File: src/rtl/pa_fpu_wb_arb_pkg.sv
// Shared constants for the FPU writeback arbiter.
//   - Requester index encoding used for the request/grant vectors.
//   - Default widths and starvation limit.
//   - arb_pick(): fixed-priority pick with divider starvation override.
package pa_fpu_wb_arb_pkg;

  localparam int unsigned REQ_NUM  = 4;
  localparam int unsigned IDX_EX4  = 0;
  localparam int unsigned IDX_EX3  = 1;
  localparam int unsigned IDX_EX2  = 2;
  localparam int unsigned IDX_FDSU = 3;

  localparam int unsigned DEF_DATA_WIDTH   = 64;
  localparam int unsigned DEF_DST_WIDTH    = 5;
  localparam int unsigned DEF_FFLAG_WIDTH  = 5;
  localparam int unsigned DEF_STARVE_LIMIT = 4;
  localparam int unsigned AGE_WIDTH        = 4;

  // Lowest index wins (ex4 > ex3 > ex2 > fdsu) unless the divider has aged out.
  function automatic logic [REQ_NUM-1:0] arb_pick(input logic [REQ_NUM-1:0] req,
                                                  input logic               force_fdsu);
    logic [REQ_NUM-1:0] gnt;
    gnt = '0;
    if (force_fdsu && req[IDX_FDSU]) begin
      gnt[IDX_FDSU] = 1'b1;
    end else if (req[IDX_EX4]) begin
      gnt[IDX_EX4] = 1'b1;
    end else if (req[IDX_EX3]) begin
      gnt[IDX_EX3] = 1'b1;
    end else if (req[IDX_EX2]) begin
      gnt[IDX_EX2] = 1'b1;
    end else if (req[IDX_FDSU]) begin
      gnt[IDX_FDSU] = 1'b1;
    end
    return gnt;
  endfunction

endpackage

File: src/rtl/pa_fpu_wb_age_cnt.sv
// Saturating age counter for the divider writeback request.
//   i_clk       : clock
//   i_rst_b     : asynchronous active-low reset
//   i_req       : divider request pending
//   i_grant     : divider granted this cycle
//   o_at_limit  : counter has reached STARVE_LIMIT (divider must win next)
module pa_fpu_wb_age_cnt
  import pa_fpu_wb_arb_pkg::*;
#(
  parameter int unsigned STARVE_LIMIT = DEF_STARVE_LIMIT  // valid range 1..15
) (
  input  logic i_clk,
  input  logic i_rst_b,
  input  logic i_req,
  input  logic i_grant,
  output logic o_at_limit
);

  localparam logic [AGE_WIDTH-1:0] LIMIT = AGE_WIDTH'(STARVE_LIMIT);

  logic [AGE_WIDTH-1:0] r_age;
  logic [AGE_WIDTH-1:0] w_age_nxt;
  logic                 w_at_limit;

  assign w_at_limit = (r_age == LIMIT);
  assign o_at_limit = w_at_limit;

  always_comb begin
    w_age_nxt = r_age;
    if (!i_req || i_grant) begin
      w_age_nxt = '0;
    end else if (!w_at_limit) begin
      w_age_nxt = r_age + 1'b1;
    end
  end

  always_ff @(posedge i_clk or negedge i_rst_b) begin
    if (!i_rst_b) begin
      r_age <= '0;
    end else begin
      r_age <= w_age_nxt;
    end
  end

endmodule

File: src/rtl/pa_fpu_wb_arb.sv
// FPU result writeback arbiter: EX2/EX3/EX4 pipeline results and the
// divide/sqrt unit share one FPR write port. One requester is granted per
// cycle (combinationally) and registered into a one-entry output stage.
//   forever_cpuclk / cpurst_b        : clock, async active-low reset
//   ctrl_frbus_exN_wb_req, fdsu_*    : requests with data/dst/fflags
//   frbus_*_wb_grant                 : one-hot grants, only when the slot is free
//   rtu_fpu_wb_ready                 : downstream accepts the output stage
//   fpu_rtu_wb_*                     : registered output stage
//   frbus_xx_no_op                   : idle indication
// Optional: define PA_FPU_WB_ARB_PERF_CNT_EN to add frbus_perf_conflict_cnt,
// a saturating count of cycles with two or more requests while the slot is free.
module pa_fpu_wb_arb
  import pa_fpu_wb_arb_pkg::*;
#(
  parameter int unsigned DATA_WIDTH   = DEF_DATA_WIDTH,
  parameter int unsigned DST_WIDTH    = DEF_DST_WIDTH,
  parameter int unsigned FFLAG_WIDTH  = DEF_FFLAG_WIDTH,
  parameter int unsigned STARVE_LIMIT = DEF_STARVE_LIMIT
) (
  input  logic                   forever_cpuclk,
  input  logic                   cpurst_b,
  input  logic                   ctrl_frbus_ex2_wb_req,
  input  logic                   ctrl_frbus_ex3_wb_req,
  input  logic                   ctrl_frbus_ex4_wb_req,
  input  logic                   fdsu_frbus_wb_req,
  input  logic [DATA_WIDTH-1:0]  ex2_frbus_data,
  input  logic [DATA_WIDTH-1:0]  ex3_frbus_data,
  input  logic [DATA_WIDTH-1:0]  ex4_frbus_data,
  input  logic [DATA_WIDTH-1:0]  fdsu_frbus_data,
  input  logic [DST_WIDTH-1:0]   ex2_frbus_dst,
  input  logic [DST_WIDTH-1:0]   ex3_frbus_dst,
  input  logic [DST_WIDTH-1:0]   ex4_frbus_dst,
  input  logic [DST_WIDTH-1:0]   fdsu_frbus_dst,
  input  logic [FFLAG_WIDTH-1:0] ex2_frbus_fflags,
  input  logic [FFLAG_WIDTH-1:0] ex3_frbus_fflags,
  input  logic [FFLAG_WIDTH-1:0] ex4_frbus_fflags,
  input  logic [FFLAG_WIDTH-1:0] fdsu_frbus_fflags,
  output logic                   frbus_ctrl_ex2_wb_grant,
  output logic                   frbus_ctrl_ex3_wb_grant,
  output logic                   frbus_ctrl_ex4_wb_grant,
  output logic                   frbus_fdsu_wb_grant,
  input  logic                   rtu_fpu_wb_ready,
  output logic                   fpu_rtu_wb_vld,
  output logic [DATA_WIDTH-1:0]  fpu_rtu_wb_data,
  output logic [DST_WIDTH-1:0]   fpu_rtu_wb_dst,
  output logic [FFLAG_WIDTH-1:0] fpu_rtu_wb_fflags,
  output logic                   frbus_xx_no_op
`ifdef PA_FPU_WB_ARB_PERF_CNT_EN
  ,
  output logic [15:0]            frbus_perf_conflict_cnt
`endif
);

  logic [REQ_NUM-1:0]     w_req;
  logic [REQ_NUM-1:0]     w_grant;
  logic                   w_slot_free;
  logic                   w_any_grant;
  logic                   w_fdsu_aged;
  logic [DATA_WIDTH-1:0]  w_nxt_data;
  logic [DST_WIDTH-1:0]   w_nxt_dst;
  logic [FFLAG_WIDTH-1:0] w_nxt_fflags;

  logic                   r_vld;
  logic [DATA_WIDTH-1:0]  r_data;
  logic [DST_WIDTH-1:0]   r_dst;
  logic [FFLAG_WIDTH-1:0] r_fflags;

  assign w_req[IDX_EX4]  = ctrl_frbus_ex4_wb_req;
  assign w_req[IDX_EX3]  = ctrl_frbus_ex3_wb_req;
  assign w_req[IDX_EX2]  = ctrl_frbus_ex2_wb_req;
  assign w_req[IDX_FDSU] = fdsu_frbus_wb_req;

  // The slot is free when empty or being drained this cycle, which allows
  // a new result to load behind the one leaving (1 result per cycle).
  assign w_slot_free = !r_vld || rtu_fpu_wb_ready;
  assign w_grant     = w_slot_free ? arb_pick(w_req, w_fdsu_aged) : '0;
  assign w_any_grant = |w_grant;

  assign frbus_ctrl_ex4_wb_grant = w_grant[IDX_EX4];
  assign frbus_ctrl_ex3_wb_grant = w_grant[IDX_EX3];
  assign frbus_ctrl_ex2_wb_grant = w_grant[IDX_EX2];
  assign frbus_fdsu_wb_grant     = w_grant[IDX_FDSU];

  pa_fpu_wb_age_cnt #(
    .STARVE_LIMIT (STARVE_LIMIT)
  ) u_age_cnt (
    .i_clk      (forever_cpuclk),
    .i_rst_b    (cpurst_b),
    .i_req      (fdsu_frbus_wb_req),
    .i_grant    (w_grant[IDX_FDSU]),
    .o_at_limit (w_fdsu_aged)
  );

  always_comb begin
    w_nxt_data   = '0;
    w_nxt_dst    = '0;
    w_nxt_fflags = '0;
    unique case (1'b1)
      w_grant[IDX_EX4]: begin
        w_nxt_data   = ex4_frbus_data;
        w_nxt_dst    = ex4_frbus_dst;
        w_nxt_fflags = ex4_frbus_fflags;
      end
      w_grant[IDX_EX3]: begin
        w_nxt_data   = ex3_frbus_data;
        w_nxt_dst    = ex3_frbus_dst;
        w_nxt_fflags = ex3_frbus_fflags;
      end
      w_grant[IDX_EX2]: begin
        w_nxt_data   = ex2_frbus_data;
        w_nxt_dst    = ex2_frbus_dst;
        w_nxt_fflags = ex2_frbus_fflags;
      end
      w_grant[IDX_FDSU]: begin
        w_nxt_data   = fdsu_frbus_data;
        w_nxt_dst    = fdsu_frbus_dst;
        w_nxt_fflags = fdsu_frbus_fflags;
      end
      default: begin
        w_nxt_data   = '0;
        w_nxt_dst    = '0;
        w_nxt_fflags = '0;
      end
    endcase
  end

  always_ff @(posedge forever_cpuclk or negedge cpurst_b) begin
    if (!cpurst_b) begin
      r_vld    <= 1'b0;
      r_data   <= '0;
      r_dst    <= '0;
      r_fflags <= '0;
    end else if (w_any_grant) begin
      r_vld    <= 1'b1;
      r_data   <= w_nxt_data;
      r_dst    <= w_nxt_dst;
      r_fflags <= w_nxt_fflags;
    end else if (rtu_fpu_wb_ready) begin
      r_vld    <= 1'b0;
    end
  end

  assign fpu_rtu_wb_vld    = r_vld;
  assign fpu_rtu_wb_data   = r_data;
  assign fpu_rtu_wb_dst    = r_dst;
  assign fpu_rtu_wb_fflags = r_fflags;
  assign frbus_xx_no_op    = !r_vld && !(|w_req);

`ifdef PA_FPU_WB_ARB_PERF_CNT_EN
  logic [15:0] r_conflict_cnt;
  logic        w_conflict;

  // Clearing the lowest set bit leaves something only if two or more are set.
  assign w_conflict = w_slot_free && ((w_req & (w_req - 1'b1)) != '0);

  always_ff @(posedge forever_cpuclk or negedge cpurst_b) begin
    if (!cpurst_b) begin
      r_conflict_cnt <= '0;
    end else if (w_conflict && (r_conflict_cnt != 16'hFFFF)) begin
      r_conflict_cnt <= r_conflict_cnt + 16'd1;
    end
  end

  assign frbus_perf_conflict_cnt = r_conflict_cnt;
`endif

endmodule

File: config.mk
export PLATFORM = sky130hd
export DESIGN_NAME = pa_fpu_wb_arb
export DESIGN_NICKNAME = d
export VERILOG_FILES = /design/src/rtl/pa_fpu_wb_arb_pkg.sv /design/src/rtl/pa_fpu_wb_age_cnt.sv /design/src/rtl/pa_fpu_wb_arb.sv
export SDC_FILE = /design/constraint.sdc
export NUM_CORES = 1
export LEC_CHECK = 0
export CAP_MARGIN = 20
export CELL_PAD_IN_SITES_DETAIL_PLACEMENT = 1
export CELL_PAD_IN_SITES_GLOBAL_PLACEMENT = 1
export CORE_MARGIN = 2
export CORE_UTILIZATION = 25
export CTS_CLUSTER_DIAMETER = 120
export DETAILED_ROUTE_END_ITERATION = 16
export GPL_TIMING_DRIVEN = 0
export PLACE_DENSITY = 0.81
export SLEW_MARGIN = 30
export SYNTH_ARGS = -nofsm -noshare
export SYNTH_HDL_FRONTEND = slang
export SYNTH_SLANG_ARGS = --single-unit
File: constraint.sdc
create_clock -name forever_cpuclk -period 2.2 [get_ports forever_cpuclk]
set_input_delay 0.44 -clock forever_cpuclk [delete_from_list [all_inputs] [get_ports forever_cpuclk]]
set_output_delay 0.44 -clock forever_cpuclk [all_outputs]
set_load 0.03 [all_outputs]
==> run metrics, run 1 <==
Synth top cells by count=150 x a21oi_1, 79 x dfrtp_1, 75 x nand3b_1, 75 x nor2b_1; max cap viols=0; H-tree level count=3; FF-to-FF path depth=8; number of flops mapped to enable cells by yosys=0; Slew headroom=between 50% and 60%; final worst setup slack=-0.148 ns; Reg2Reg Launch Point=u_age_cnt.r_age[1]$_DFFE_PN0P_; Mapped Cells=626; I/O Buffers=381; clock latency at the later pin of the worst-skew pair=0.33 ns; routability cong.=0.879; num rows=54; Final Max Slew Viols=0; WHS=approximately 0.57 ns; worst-path maximum fanout=5; DR pass1 iterations=5; # nets final=1337; first-pass GRT wire length=between 40000 and 50000 um; Final Skew=0.00540 ns; worst reg-to-reg setup slack=0.22 ns; largest net degree at the start of global routing=between 40 and 50; clock tree sinks=79; initial antenna violation count=3; vias in the first global route=7332; Remaining DRCs=0; CP Capture Type=output port; critical path type=flip-flop to output port; Vias/cell=5.21; HPWL Detailed=22600 um; status=complete, but fails checks; final worst-path cycle share=107%; Worst VDD drop=347 uV; total track usage=between 20% and 30%; Pwr per Cell Area=611 nW/um^2; Pleak=roughly 3.9 nW; largest area contributor in the netlist=dfrtp_1; share of layout cells above drive strength 1=7.04%; ant diodes=0; total wire length=29100 um; Synth-to-Final Area Change=83.9%; Slew @ Worst Pin=0.683 ns; Yosys cell types=25; Hold Crit Class=input pin to async pin; die outline area=roughly 23000 um^2; synthesis-stage register bit count=79; CTS clk-pin slew, worst paths=0.06 ns; via count=6865; most frequent cell after synthesis=a21oi_1; RSZ-0062 raised after global routing=yes; Die Y-Extent=153 um; failing checks=negative setup slack; f_max=about 430 MHz; FF/Latch Area=1980 um^2; root buffer cell=clkbuf_16; Crit path required time=about 1.8 ns; Initial Util=between 20% and 30%; register area share after synthesis=a little over a third; drt initial violations=297; Synth async-reset ratio=between 90% and 100%; CTS tree=yes; Core Util, Final=a little under half; Syn Area/Cell=a little under 9 um^2; Crit Reg-Reg Endpoint=fpu_rtu_wb_data[7]$_DFFE_PN0P_; FILL cells=2542; die width=153 um; multi-input logic area=3280 um^2; ranking of synthesized cells by area=dfrtp_1 35%, a21oi_1 13%, a221o_1 13%, nand3b_1 10%, o21a_1 10%; YS warnings=0; total core area=21800 um^2; antenna-violating nets left=0; Synth top area share=35.5%; Num CTS Buffers=9; syn_nets=slightly above 900; Syn Std Cell Area=5570 um^2; Overflow after GRT=0; Main synth FF type=dfrtp_1; Tmin final=2.35 ns; count of final setup violators=3; Fin. Hold Viols=0; IO Count=383; CTS Buffer Depth=2; arrival time at the worst endpoint=1.91 ns; WL per Instance=22.1 um; nature of the critical path startpoint=flip-flop
## layer usage
| metal | share of wire, % | track usage (%) | vias to the layer above |
|---|---|---|---|
| met2 | 49 | 41.7 | 281 |
| met3 | 7.2 | 5.78 | 51 |
| met1 | 41 | 28.9 | 3353 |
| met4 | 2.9 | 8.33 | 4 |
| met5 | 0.089 | 0 | - |
| li1 | - | - | 3176 |
## cells by family (layout without fill, tap and decap cells)
family          count (synthesis)  count (layout)  share of synthesized area (%)
compound gates                300             300                           37.1
xor+xnor                        2               2                          0.314
fa+ha+maj                       2               2                          0.449
buf+inv                        77             488                           6.22
flops                          79              79                           35.5
mux                             2               2                          0.359
simple gates                  164             164                           20.1
## layout by cell type (no fill, tap or decap), drive strengths merged, types with 2 or more instances in the layout
master / count
xnor2: 2
mux2i: 2
nor3: 4
clkinv: 2
inv: 3
a21oi: 150
and3b: 2
a221o: 74
dlygate4sd2: 2
dfrtp: 79
clkbuf: 68
clkdlybuf4s50: 372
a211oi: 2
ha: 2
nor2: 2
nor2b: 75
nand3b: 75
o21a: 74
buf: 39
## per-stage QoR
| stage | setup slack, ns | std cells | setup TNS (ns) | power [mW] | instance area [um^2] |
|---|---|---|---|---|---|
| 2_1_floorplan | 0.0679 | 626 | 0 | 3.16 | 5580 |
| 3_3_place_gp | -2.41 | 1287 | -257.81 | 4.52 | 9740 |
| 3_5_place_dp | -1.67 | 1288 | -70.49 | 4.58 | 9770 |
| 4_1_cts | -0.155 | 1315 | -0.409 | 6.30 | 10200 |
| 5_1_grt | -0.234 | 1317 | -0.647 | 6.57 | 10200 |
| 6_report | -0.148 | 1317 | -0.391 | 6.26 | 10200 |
## how the worst max path moves through the flow
stage	slack [ns]	end	from
2_1_floorplan	0.07	frbus_ctrl_ex3_wb_grant	u_age_cnt.r_age[0]$_DFFE_PN0P_
6_report	-0.15	frbus_ctrl_ex3_wb_grant	u_age_cnt.r_age[1]$_DFFE_PN0P_
4_1_cts	-0.15	frbus_ctrl_ex3_wb_grant	u_age_cnt.r_age[0]$_DFFE_PN0P_
3_5_place_dp	-1.67	frbus_ctrl_ex3_wb_grant	ctrl_frbus_ex3_wb_req
3_3_place_gp	-2.41	fpu_rtu_wb_fflags[3]$_DFFE_PN0P_	cpurst_b
5_1_grt	-0.23	frbus_ctrl_ex3_wb_grant	u_age_cnt.r_age[1]$_DFFE_PN0P_
## power breakdown
| group | switching (mW) | leakage (nW) | total (mW) | internal [mW] |
|---|---|---|---|---|
| sequential | 0.154 | 0.950 | 1.86 | 1.70 |
| combinational | 1.36 | 2.79 | 2.81 | 1.45 |
| clock | 0.622 | 0.156 | 1.59 | 0.970 |
## critical path: stages, from the launching register on
cell and delay, ns:
dfrtp_1 0.36, inv_1 0.08, ha_4 0.16, and3b_2 0.22
a21oi_4 0.19, buf_8 0.14, buf_8 0.11, and3b_2 0.19
buf_6 0.12
## state kept, by name (all words and copies together), names as in the netlist
signal / flops
fpu_rtu_wb_data: 64
u_age_cnt.r_age: 4
fpu_rtu_wb_fflags: 5
fpu_rtu_wb_vld: 1
fpu_rtu_wb_dst: 5
## final cells by class
type	instances	share of cell area, %
plain buffers	73	3.66
clock inverters	3	0.391
multi-input cells	470	32.1
well taps	280	3.42
inverters	3	0.110
clock buffers	13	2.64
flip-flops and latches	79	19.3
repair buffers	396	38.4
## what timing repair did
item                                    CTS  global route
endpoints found under the setup margin   76            23
hold endpoints to repair                  3             0
cloned                                    0             0
pin swaps                                 4             2
gates resized for setup                  60             4
setup buffers                            10             3
hold buffers                              1             0
Power figures use the tool's default switching activity.
==> run 2, diff against run 1 <==
--- a/config.mk
+++ b/config.mk
@@ -12,7 +12,6 @@
 export CORE_UTILIZATION = 25
 export CTS_CLUSTER_DIAMETER = 120
 export DETAILED_ROUTE_END_ITERATION = 16
-export GPL_TIMING_DRIVEN = 0
 export PLACE_DENSITY = 0.81
 export SLEW_MARGIN = 30
 export SYNTH_ARGS = -nofsm -noshare
==> run 2 against run 1 <==
Effect of this change:
- the run now ends clean
- maximum frequency rose by 8.6%
- critical endpoint unchanged
- clock skew shrank 0.00051 ns
- largest power group unchanged
- routed wire length shrank 9.3%
- sequential share of layout area increased by 0.099 points
- highest routed layer is now met4
- core utilization fell by 0.24 points
- register-to-register slack better by 0.04 ns
- power rose by 1.5%
- global-route usage down 2.1 points
- count of clock-buffer cells in the layout did not move
- via count is 3.7% lower
- worst hold slack lost 0.48 ns
- final area fell by 0.51%
==> run metrics, run 2 (synthesis gave the netlist of run 1 again) <==
H-tree level count=3 (unchanged); Slew headroom=62.4% (was 54.4%); Crit path required time=1.76 ns (about the same); WL per Instance=20.9 um (was 22.1 um); largest net degree at the start of global routing=81 (was 44); nature of the critical path startpoint=flip-flop (unchanged); Final Instance Area=10200 um^2 (about the same); CTS Buffer Depth=2 (unchanged); Synth-to-Final Area Change=83.0% (was 83.9%); initial antenna violation count=1 (was 3); via count=6614 (was 6865); total track usage=21.9% (was 24.0%); Final Max Slew Viols=0 (unchanged); CTS tree=yes (unchanged); met1 wire length=10500 um (was 11800 um); num rows=54 (unchanged); IO Count=383 (unchanged); Final Skew=0.00489 ns (was 0.00540 ns); routability cong.=0.868 (was 0.879); f_max=462 MHz (was 426 MHz); clock latency at the later pin of the worst-skew pair=0.34 ns (was 0.33 ns); worst-path maximum fanout=4 (was 5); Hold Crit Class=input pin to async pin (unchanged); FILL cells=2501 (was 2542); Fin. Hold Viols=0 (unchanged); CTS clk-pin slew, worst paths=0.06 ns (about the same); total core area=21800 um^2 (unchanged); Area after DPL=9770 um^2 (about the same); Remaining DRCs=0 (unchanged); Vias/cell=5.23 (was 5.21); max reg flops=64 (unchanged); fin cells=1265 (was 1317); total wire length=26400 um (was 29100 um); RSZ-0062 raised after global routing=yes (unchanged); most frequent cells in the layout=373 x clkdlybuf4s50_1, 149 x a21oi_1, 79 x dfrtp_1 (was 372 x clkdlybuf4s50_1, 149 x a21oi_1, 79 x dfrtp_1); multi-input logic area=3300 um^2 (was 3280 um^2); status=completed (was complete, but fails checks); # nets final=1284 (was 1337); CP Capture Type=output port (unchanged); Slew @ Worst Pin=0.564 ns (was 0.683 ns); met3 WL post-DR=1790 um (was 2110 um); Num CTS Buffers=9 (unchanged); vias in the first global route=6951 (was 7332); root buffer cell=clkbuf_16 (unchanged); I/O Buffers=382 (was 381); Pwr per Cell Area=623 nW/um^2 (was 611 nW/um^2); DR pass1 iterations=4 (was 5); critical path type=flip-flop to output port (unchanged); count of final setup violators=0 (was 3); max cap viols=0 (unchanged); Worst VDD drop=251 uV (was 347 uV); final worst-path cycle share=98.3% (was 107%); Post-CTS Hold Buffers=0 (was 1); Overflow after GRT=0 (unchanged); antenna-violating nets left=0 (unchanged); placed cells=1241 (was 1288); share of layout cells above drive strength 1=6.91% (was 7.04%); clock tree sinks=79 (unchanged); Tmin final=2.16 ns (was 2.35 ns); die outline area=23500 um^2 (unchanged); FF/Latch Area=1980 um^2 (unchanged); leading cell type in the layout, fill and taps excluded=clkdlybuf4s50_1 (unchanged); first-pass GRT wire length=40600 um (was 43700 um); Pleak=3.85 nW (was 3.89 nW); Die Y-Extent=153 um (unchanged); arrival time at the worst endpoint=1.72 ns (was 1.91 ns); drt initial violations=368 (was 297); die width=153 um (unchanged); Initial Util=25.5% (unchanged); HPWL Detailed=19800 um (was 22600 um); top layer reached by signal wires=met4 (was met5); Routed met2 length=13100 um (was 14300 um)
-- run 2: layout make-up --
type	count	area share, %
diodes	1	0.0245
clock buffers	13	2.45
clock inverters	3	0.884
inverters	3	0.110
multi-input cells	470	32.4
flip-flops and latches	79	19.4
well taps	280	3.44
repair buffers	416	41.3
-- run 2: worst max-delay path, stage by stage (launching register included) --
cell     delay [ns]
dfrtp_1        0.36
inv_2          0.06
ha_4           0.16
and3b_2        0.22
a21oi_4        0.23
and3b_2        0.22
buf_6          0.13
-- run 2: where the power goes --
part | switching, mW | leakage, nW | internal, mW
combinational | 1.31 | 2.74 | 1.43
clock | 0.605 | 0.164 | 1.14
sequential | 0.160 | 0.950 | 1.71
-- run 2: layer usage --
metal / global-route usage [%] / vias up
li1: - / 3066
met1: 26.0 / 3220
met2: 38.1 / 276
met3: 4.88 / 52
met4: 8.99 / 0
met5: 0 / -
-- run 2: final timing paths --
check | startpoint | endpoint | slack (ns) | cells past startpoint
setup / recovery | u_age_cnt.r_age[0]$_DFFE_PN0P_ | frbus_ctrl_ex3_wb_grant | 0.04 | 6
max in group asynchronous | cpurst_b | fpu_rtu_wb_fflags[3]$_DFFE_PN0P_ | 1.51 | 2
setup reg to reg | u_age_cnt.r_age[0]$_DFFE_PN0P_ | fpu_rtu_wb_dst[3]$_DFFE_PN0P_ | 0.26 | 8
min in group forever_cpuclk | fpu_rtu_wb_data[32]$_DFFE_PN0P_ | fpu_rtu_wb_data[32]$_DFFE_PN0P_ | 0.58 | 2
hold / removal | cpurst_b | fpu_rtu_wb_data[39]$_DFFE_PN0P_ | 0.09 | 1
hold reg to reg | fpu_rtu_wb_data[32]$_DFFE_PN0P_ | fpu_rtu_wb_data[32]$_DFFE_PN0P_ | 0.58 | 2
-- run 2: metrics by stage --
step	hold WS, ns	util [%]	power (mW)	worst slack (ns)	TNS (ns)
2_1_floorplan	0.144	-	3.16	0.0679	0
3_3_place_gp	0.464	44.8	4.49	0.123	0
3_5_place_dp	0.469	44.8	4.56	0.0237	0
4_1_cts	0.0964	46.6	6.40	0.0391	0
5_1_grt	0.110	46.7	6.67	-0.0346	-0.0662
6_report	0.0858	46.7	6.35	0.0370	0
-- run 2: repair_timing --
item | CTS | global route
pin swaps | 2 | 2
setup buffers | 5 | 2
endpoints found under the setup margin | 4 | 4
resized for setup | 4 | 4
